## config.mk

```make
export PLATFORM = sky130hd
export DESIGN_NAME = univ_shift_reg_n_flat
export DESIGN_NICKNAME = d
export VERILOG_FILES = /design/src/rtl/univ_shift_reg_n_pkg.sv /design/src/rtl/univ_shift_reg_n_if.sv /design/src/rtl/univ_shift_reg_n_step.sv /design/src/rtl/univ_shift_reg_n.sv /design/src/flat_wrapper.sv
export SDC_FILE = /design/constraint.sdc
export NUM_CORES = 1
export LEC_CHECK = 0
export ABC_AREA = 1
export CAP_MARGIN = 20
export CORE_AREA = 5 5 77 51
export DETAILED_ROUTE_END_ITERATION = 8
export DIE_AREA = 0 0 82 56
export HOLD_SLACK_MARGIN = 0.1
export PLACE_DENSITY = 0.73
export SLEW_MARGIN = 30
export SYNTH_ARGS = -nofsm -noshare
export SYNTH_HDL_FRONTEND = slang
export SYNTH_SLANG_ARGS = --single-unit
```

## constraint.sdc

```tcl
create_clock -name clk -period 2 [get_ports clk]
set_clock_uncertainty 0.2 [all_clocks]
set_input_delay 0.3 -clock clk [delete_from_list [all_inputs] [get_ports clk]]
set_output_delay 0.3 -clock clk [all_outputs]
set_load 0.01 [all_outputs]
```

## src/rtl/univ_shift_reg_n_pkg.sv

```systemverilog
// ----------------------------------------------------------------------------
// usr_pkg
// Shared definitions for the universal shift register: the operation-mode
// encodings, the FSM state type, and a helper that tells which modes may be
// repeated by the multi-step engine.
// ----------------------------------------------------------------------------
package usr_pkg;

    localparam logic [2:0] USR_HOLD = 3'b000;
    localparam logic [2:0] USR_SHL  = 3'b001;
    localparam logic [2:0] USR_SHR  = 3'b010;
    localparam logic [2:0] USR_LOAD = 3'b011;
    localparam logic [2:0] USR_ROTL = 3'b100;
    localparam logic [2:0] USR_ROTR = 3'b101;
    localparam logic [2:0] USR_ASHR = 3'b110;
    localparam logic [2:0] USR_CLR  = 3'b111;

    typedef enum logic {
        ST_IDLE = 1'b0,
        ST_RUN  = 1'b1
    } usr_state_e;

    // Shift and rotate modes change the register on every repetition. Hold,
    // load and clear give the same result however often they are applied,
    // so they never enter RUN.
    function automatic logic usr_is_multi(input logic [2:0] mode);
        return (mode == USR_SHL)  || (mode == USR_SHR)  ||
               (mode == USR_ROTL) || (mode == USR_ROTR) ||
               (mode == USR_ASHR);
    endfunction

endpackage

```

## src/rtl/univ_shift_reg_n_if.sv

```systemverilog
// ----------------------------------------------------------------------------
// univ_shift_reg_n_if
// Control/data bundle of the universal shift register.
//   master : drives en, mode, data_in, sin_left, sin_right, start, amt;
//            observes data_out, sout_left, sout_right, busy, done
//   slave  : the shift register itself (opposite directions)
// CNT_W is the width of amt and of the internal step counter.
// ----------------------------------------------------------------------------
interface univ_shift_reg_n_if #(
    parameter int WIDTH = 8
);
    localparam int CNT_W = $clog2(WIDTH) + 1;

    logic             en;
    logic [2:0]       mode;
    logic [WIDTH-1:0] data_in;
    logic             sin_left;
    logic             sin_right;
    logic             start;
    logic [CNT_W-1:0] amt;
    logic [WIDTH-1:0] data_out;
    logic             sout_left;
    logic             sout_right;
    logic             busy;
    logic             done;

    modport master (
        output en, mode, data_in, sin_left, sin_right, start, amt,
        input  data_out, sout_left, sout_right, busy, done
    );

    modport slave (
        input  en, mode, data_in, sin_left, sin_right, start, amt,
        output data_out, sout_left, sout_right, busy, done
    );

endinterface

```

## src/rtl/univ_shift_reg_n_step.sv

```systemverilog
// ----------------------------------------------------------------------------
// usr_step
// One step of the universal shift register, purely combinational. The
// single-step path and the RUN engine both use this block, so every
// operation is defined in exactly one place.
//   q         in   WIDTH  current register contents
//   mode      in   3      operation select
//   sin_left  in   1      bit entering bit 0 on shift-left
//   sin_right in   1      bit entering bit WIDTH-1 on logical shift-right
//   q_next    out  WIDTH  contents after one step
// ----------------------------------------------------------------------------
module usr_step
    import usr_pkg::*;
#(
    parameter int WIDTH = 8
) (
    input  logic [WIDTH-1:0] q,
    input  logic [2:0]       mode,
    input  logic [WIDTH-1:0] data_in,
    input  logic             sin_left,
    input  logic             sin_right,
    output logic [WIDTH-1:0] q_next
);

    always_comb begin
        // NOTE: q_next gets a value before the case so no path through this
        // block leaves it unassigned, which would otherwise infer a latch.
        q_next = q;
        case (mode)
            USR_HOLD: q_next = q;
            USR_SHL:  q_next = {q[WIDTH-2:0], sin_left};
            USR_SHR:  q_next = {sin_right, q[WIDTH-1:1]};
            USR_LOAD: q_next = data_in;
            USR_ROTL: q_next = {q[WIDTH-2:0], q[WIDTH-1]};
            USR_ROTR: q_next = {q[0], q[WIDTH-1:1]};
            USR_ASHR: q_next = {q[WIDTH-1], q[WIDTH-1:1]};
            USR_CLR:  q_next = '0;
            default:  q_next = q;
        endcase
    end

endmodule

```

## src/rtl/univ_shift_reg_n.sv

```systemverilog
// ----------------------------------------------------------------------------
// univ_shift_reg_n
// WIDTH-bit universal shift register with eight modes and a multi-step
// engine. A start pulse repeats one operation 'amt' times, doing one step
// per enabled cycle, and reports through busy/done.
//   clk      in   rising-edge clock
//   reset_n  in   asynchronous active-low reset
//   bus      slave modport of univ_shift_reg_n_if:
//            en, mode, data_in, sin_left, sin_right, start, amt in;
//            data_out, sout_left, sout_right, busy, done out
// ----------------------------------------------------------------------------
module univ_shift_reg_n
    import usr_pkg::*;
#(
    parameter int WIDTH = 8
) (
    input  logic                 clk,
    input  logic                 reset_n,
    univ_shift_reg_n_if.slave    bus
);

    localparam int CNT_W = $clog2(WIDTH) + 1;

    usr_state_e       state;
    logic [WIDTH-1:0] q;
    logic [WIDTH-1:0] step_q;
    logic [2:0]       run_mode;
    logic [2:0]       step_mode;
    logic [CNT_W-1:0] cnt;
    logic             busy_q;
    logic             done_q;

    // While RUN is active the operation comes from the latched mode. Changes
    // on the live mode input therefore cannot disturb a sequence in flight.
    assign step_mode = (state == ST_RUN) ? run_mode : bus.mode;

    usr_step #(
        .WIDTH (WIDTH)
    ) u_step (
        .q         (q),
        .mode      (step_mode),
        .data_in   (bus.data_in),
        .sin_left  (bus.sin_left),
        .sin_right (bus.sin_right),
        .q_next    (step_q)
    );

    always_ff @(posedge clk or negedge reset_n) begin
        if (!reset_n) begin
            state    <= ST_IDLE;
            q        <= '0;
            run_mode <= USR_HOLD;
            cnt      <= '0;
            busy_q   <= 1'b0;
            done_q   <= 1'b0;
        end else begin
            // NOTE: all state updates here are non-blocking, so every
            // right-hand side reads the value from before this edge.
            done_q <= 1'b0;
            if (bus.en) begin
                case (state)
                    ST_IDLE: begin
                        if (bus.start) begin
                            run_mode <= bus.mode;
                            cnt      <= bus.amt;
                            if ((bus.amt != '0) && usr_is_multi(bus.mode)) begin
                                state  <= ST_RUN;
                                busy_q <= 1'b1;
                            end else begin
                                // Load and clear still take effect when they
                                // are started. A zero count or hold leaves
                                // q as it is.
                                if ((bus.mode == USR_LOAD) || (bus.mode == USR_CLR))
                                    q <= step_q;
                                done_q <= 1'b1;
                            end
                        end else begin
                            q <= step_q;
                        end
                    end
                    ST_RUN: begin
                        q   <= step_q;
                        cnt <= cnt - CNT_W'(1);
                        if (cnt == CNT_W'(1)) begin
                            state  <= ST_IDLE;
                            busy_q <= 1'b0;
                            done_q <= 1'b1;
                        end
                    end
                    default: state <= ST_IDLE;
                endcase
            end
        end
    end

    assign bus.data_out   = q;
    assign bus.sout_left  = q[WIDTH-1];
    assign bus.sout_right = q[0];
    assign bus.busy       = busy_q;
    assign bus.done       = done_q;

endmodule
```

## src/flat_wrapper.sv

```systemverilog
// flat-port wrapper written by rule: the top's interface ports become plain ports
module univ_shift_reg_n_flat import usr_pkg::*;
#(
    parameter int WIDTH = 8
)
  (clk, reset_n, bus_en, bus_mode, bus_data_in, bus_sin_left, bus_sin_right, bus_start, bus_amt, bus_data_out, bus_sout_left, bus_sout_right, bus_busy, bus_done);
  univ_shift_reg_n_if #(.WIDTH(WIDTH)) bus_i ();
  input  logic clk;
  input  logic reset_n;
  input wire logic [$bits(bus_i.en)-1:0] bus_en;
  input wire logic [$bits(bus_i.mode)-1:0] bus_mode;
  input wire logic [$bits(bus_i.data_in)-1:0] bus_data_in;
  input wire logic [$bits(bus_i.sin_left)-1:0] bus_sin_left;
  input wire logic [$bits(bus_i.sin_right)-1:0] bus_sin_right;
  input wire logic [$bits(bus_i.start)-1:0] bus_start;
  input wire logic [$bits(bus_i.amt)-1:0] bus_amt;
  output wire logic [$bits(bus_i.data_out)-1:0] bus_data_out;
  output wire logic [$bits(bus_i.sout_left)-1:0] bus_sout_left;
  output wire logic [$bits(bus_i.sout_right)-1:0] bus_sout_right;
  output wire logic [$bits(bus_i.busy)-1:0] bus_busy;
  output wire logic [$bits(bus_i.done)-1:0] bus_done;
  assign bus_i.en = bus_en;
  assign bus_i.mode = bus_mode;
  assign bus_i.data_in = bus_data_in;
  assign bus_i.sin_left = bus_sin_left;
  assign bus_i.sin_right = bus_sin_right;
  assign bus_i.start = bus_start;
  assign bus_i.amt = bus_amt;
  assign bus_data_out = bus_i.data_out;
  assign bus_sout_left = bus_i.sout_left;
  assign bus_sout_right = bus_i.sout_right;
  assign bus_busy = bus_i.busy;
  assign bus_done = bus_i.done;
  univ_shift_reg_n #(.WIDTH(WIDTH)) u_core (.clk(clk), .reset_n(reset_n), .bus(bus_i));
endmodule
```

# Word level (Yosys, flattened, before mapping)
# Cells that the tools add are included.
# totals
register_bits,18
inputBits,21
out_inout_bits,12
word_cells,61
# classes
addsub,1
n_eq_ne,20
mux,21
bitwise_logic,1
n_reduce_logical,12
# op_table
cell,count
8-bit one-hot mux with 8 select lines,1
3-bit == test (second input constant),8
8-bit 2-to-1 mux,3
8-bit one-hot mux with 2 select lines,1
3-bit by 2-bit == test with 1-bit output (second input constant),4
1-bit 2-to-1 mux,10
4-bit one-hot mux with 2 select lines,1
3-bit by 1-bit == test with 1-bit output (second input constant),2
1-bit one-hot mux with 2 select lines,3
3-bit AND reduction,2
1-bit logical OR,5
4-bit by 1-bit == test with 1-bit output (second input constant),1
4-bit 2-to-1 mux,1
2-bit != test (second input constant),2
4-bit AND reduction,1
4-bit nonzero test,1
4-bit by 1-bit subtractor with 4-bit output (second input constant),1
3-bit zero test,1
3-bit 2-to-1 mux,1
3-bit by 2-bit != test with 1-bit output (second input constant),1
3-bit != test (second input constant),1
2-bit by 1-bit != test with 1-bit output (second input constant),1
2-bit AND reduction,1
1-bit logical AND,1
1-bit NOT,1

# Longest topological paths before layout
# Gate-level depths: netlist of the first run.
# depth
depth_word,10
depth_mapped,10
ltp_nobuf,10

# Cells and area by module
# Synthesis of the first run repeated with hierarchy kept, for this count alone.
# unflattened
cells_unflattened,233
hier_area_um2,1497.7
# by_module_without_submodules
mod,n_inst,cells_per_inst,area_each_um2,seq_area_each_um2
univ_shift_reg_n,1,117,922.1,450.4
usr_step,1,116,575.6,0.0

# Worst setup path before layout of the first run
# Ideal clock, no wire load.
# synth_timing
kind,register to register
start,register u_core.state
end,register u_core.cnt[2]
setup_ns,0.118
arrival_ns,1.227
t_required_ns,1.682
path_slack_ns,0.456
path_stages_with_launch,7
path_buffers,0
period_less_slack_ns,1.544
path_cell_list,dfrtp_1 o21ai_0 inv_1 o21ai_0 a21oi_1 a21oi_1 inv_1
# synth_between
elab_chain_len,3
word_cells_on_any_way,4
cone_classes,eq/ne (1); mux (1); bitwise (1); reduce/logical (1)
# synth_lines
element,line_no,text
start: declaration,univ_shift_reg_n.sv:24,usr_state_e state;
start signal: assignment,univ_shift_reg_n.sv:50,state <= ST_IDLE;
start signal: assignment,univ_shift_reg_n.sv:67,state <= ST_RUN;
start signal: assignment,univ_shift_reg_n.sv:85,state <= ST_IDLE;
1-bit NOT,univ_shift_reg_n.sv:61,case (state)
2-bit != test (no line),-,
2-bit AND reduction (no line),-,
end signal: assignment,univ_shift_reg_n.sv:65,cnt <= bus.amt;
end signal: assignment,univ_shift_reg_n.sv:83,cnt <= cnt - CNT_W'(1);
end: declaration,univ_shift_reg_n.sv:29,logic [CNT_W-1:0] cnt;
# Parallel ways exist; a longest one is shown, timed or not.
# A chain may end at the register's enable or synchronous reset.

# Worst setup path in the final report of the first run
# layout_timing
start,"register u_core.q[7], in the netlist u_core.bus.data_out[7]"
end,output port bus_data_out[7]
# layout_lines
element,line_no,text
start: declaration,univ_shift_reg_n.sv:25,logic [WIDTH-1:0] q;
start signal: assignment,univ_shift_reg_n.sv:74,q <= step_q;
start signal: assignment,univ_shift_reg_n.sv:78,q <= step_q;
start signal: assignment,univ_shift_reg_n.sv:82,q <= step_q;
end: declaration,flat_wrapper.sv:17,output wire logic [$bits(bus_i.data_out)-1:0] bus_data_out;
# No word-level cell between the ends.

==> metrics.cfg, run 1 <==
[critical_path]
crit_slowest_cell = clkdlybuf4s50_1
reg2reg_depth = 9
worstPathCellList = clkdlybuf4s50_1
cp-end-kind = primary output
critPathMaxStageDelay_ps = 570
cp_top_family = buffers and inverters
crit_arrival_ps = 1260
rr_startpoint = u_core.state$_DFFE_PN0P_
crit_fanout = 5
timing.critical_path.from_type = register
ff2ff_setup_slack_ps = 250
worstPathRequired_ps = 1500
worstSetupPathType = register to primary output
rr_endpoint = u_core.bus.data_out[5]$_DFFE_PN0P_
path_buf_inv = 1

[routing]
vias = 1171
wl_um = 2921
drc_errors = 0
first_pass_iters = 5
postRouteAntennaNets = 0
dr.first_iter.drc_count = 76
wl_per_cell_um = 11.68
via_per_inst = 4.684

[timing]
drv_slew = 0
min_period_over_period = 0.8792
worst_pin_slew_ps = 434.3
fin_tns_setup_ps = 0
finalCriticalPeriod_ps = 1758
rsz0062_at_grt = false
setup_viol = 0
finalHoldViolCount = 0
clock.fmax_mhz = 568.7
slew_headroom = 0.7105

[clock_network]
cts_hold_buffers = 0
cts.sinks = 18
clk_latency_ps = 260
cts_buffer_depth = 2
htree_levels = 1
cts_resized = 0
post-cts-setup-buffers = 0
clk_pin_slew_worst_paths_ps = 70
cts_buffers = 3
root_buffer = clkbuf_8
cts_tree = yes

[finish]
drive_above_1_share = 0.1463
n_antenna_cell = 0
layout_common_cells = nand2_1, clkdlybuf4s50_1, nand3_1
nFillCells = 313
final_common_cell = nand2_1
area_growth_pct = 34.76
final_area_mm2 = 0.001659
nNetsFinal = 229

[pwr]
p_clk_frac = 0.148
combPwrFrac = 0.524
powerDensity_mw_per_mm2 = 1230
internal_power_mw = 1.168
seqPwrFrac = 0.327
cellLeakagePower_nw = 0.8003
total_power_mw = 2.041
ir_drop_v = 0.0007241
p_sw_uw = 872.7
switching_share = 0.4276

[grt]
antenna_found_initial = 0
grt_usage = 0.1356
grt_pass1_vias = 1025
grt_max_degree = 19
grt-ovfl-total = 0
grt_pass1_wl_um = 4871

[die]
coreArea_mm2 = 0.003123
rows = 16
die_h_um = 56
start_util = 0.3942
dieArea_mm2 = 0.004592
die_w_um = 82
ios = 33

[synthesis]
synth_largest_area_cell = dfrtp_1
synthTopCellsByArea = dfrtp_1, nand2_1, nand3_1
synth_edf_count = 0
syn_inst = 169
seq_area_frac_synth = 0.3659
yosysUniqueCellTypes = 25
ys_ff_latch = 18
syn-num-nets = 192
async_flop_share = 1.000
avgSynthCellArea_um2 = 7.285
synth_ff_type = dfrtp_1
synthDominantCellAreaShare = 0.3659
ys_warn_count = 0
synth_area_mm2 = 0.001231

[placement]
place_congestion = 0.8018
io_buffers = 32
dp_hpwl_um = 2289
place_area_mm2 = 0.001604

[run]
cap_viol_max_count = 0

[status]
outcome = finished, final reports clean

[hold_path]
hp-class = input port to asynchronous set/reset pin

cells by family (layout without fill, tap and decap cells):
family | Yosys count | count (layout) | share of synthesized area
and+or+nand+nor | 107 | 107 | 0.4167
AOI/OAI and AO/OA | 20 | 20 | 0.1037
buffers and inverters | 20 | 56 | 0.07723
DFF | 18 | 18 | 0.3659
adders and majority gates | 2 | 2 | 0.02032
xor gates and xnor gates | 1 | 1 | 0.007115
muxes | 1 | 1 | 0.009146
stage by stage:
stage | hold WS [ps] | setup WS [ps] | util | cells
4_1_cts | 173.8 | 230.4 | 0.5313 | 250
3_3_place_gp | 274.3 | 103.0 | 0.5136 | 246
3_5_place_dp | 262.8 | 69.88 | 0.5136 | 246
6_report | 167.2 | 241.5 | 0.5313 | 250
2_1_floorplan | -195.6 | 455.8 | - | 169
5_1_grt | 201.0 | 133.2 | 0.5313 | 250
state kept, by name, indices dropped and copies added (netlist names):
| name | flops |
|---|---|
| u_core.bus.busy | 1 |
| u_core.run_mode | 3 |
| u_core.state | 1 |
| u_core.bus.data_out | 8 |
| u_core.cnt | 4 |
| u_core.bus.done | 1 |
cell usage after synthesis (2+ instances only):
master   count
a21oi_1      4
buf_4        2
nand2_2      5
nand2_4      7
inv_4        2
nand3_1     19
ha_1         2
inv_2        2
nor3_1       2
inv_1       13
dfrtp_1     18
nor2_1      10
o21ai_0     10
nand2_1     61
nand3_2      2
layer usage:
layer	vias to the layer above	GRT usage	routed length, um
li1	618	-	-
met1	516	0.2164	1577
met2	33	0.1657	1123
met3	4	0.04207	181
met4	0	0.04265	38
met5	-	0	0
area by class of cell:
class	count	area [um^2]	share of cell area
flip-flops and latches	18	450.4	0.2715
multi-input cells	131	685.7	0.4133
clock buffers	4	55.05	0.03318
repair buffers	35	342.8	0.2066
inverters	17	68.82	0.04148
well taps	45	56.30	0.03394
power by group through the flow:
stage / combinational, mW / clock [mW] / sequential [mW]
floorplan: 0.699 / 0 / 0.672
global placement: 1.06 / 0 / 0.670
detailed placement: 1.07 / 0 / 0.668
CTS: 1.08 / 0.315 / 0.664
global route: 1.20 / 0.325 / 0.693
finish: 1.07 / 0.303 / 0.668
worst max-delay path by stage:
stage	slack, ps	cells after the start	to	start
2_1_floorplan	460	6	u_core.cnt[2]$_DFFE_PN0P_	u_core.state$_DFFE_PN0P_
3_3_place_gp	100	10	u_core.bus.data_out[0]$_DFFE_PN0P_	bus_mode[0]
3_5_place_dp	70	9	u_core.bus.data_out[6]$_DFFE_PN0P_	bus_mode[2]
4_1_cts	230	1	bus_data_out[7]	u_core.bus.data_out[7]$_DFFE_PN0P_
5_1_grt	130	9	u_core.bus.data_out[6]$_DFFE_PN0P_	u_core.state$_DFFE_PN0P_
6_report	240	1	bus_data_out[7]	u_core.bus.data_out[7]$_DFFE_PN0P_
(Power assumes the default switching activity.)
==> inputs of run 2 (changes only) <==
--- a/config.mk
+++ b/config.mk
@@ -16,3 +16,4 @@
 export SYNTH_ARGS = -nofsm -noshare
 export SYNTH_HDL_FRONTEND = slang
 export SYNTH_SLANG_ARGS = --single-unit
+export TNS_END_PERCENT = 30
==> results of run 2 <==
The final DEF is identical to that of run 1; final timing and power are the same.
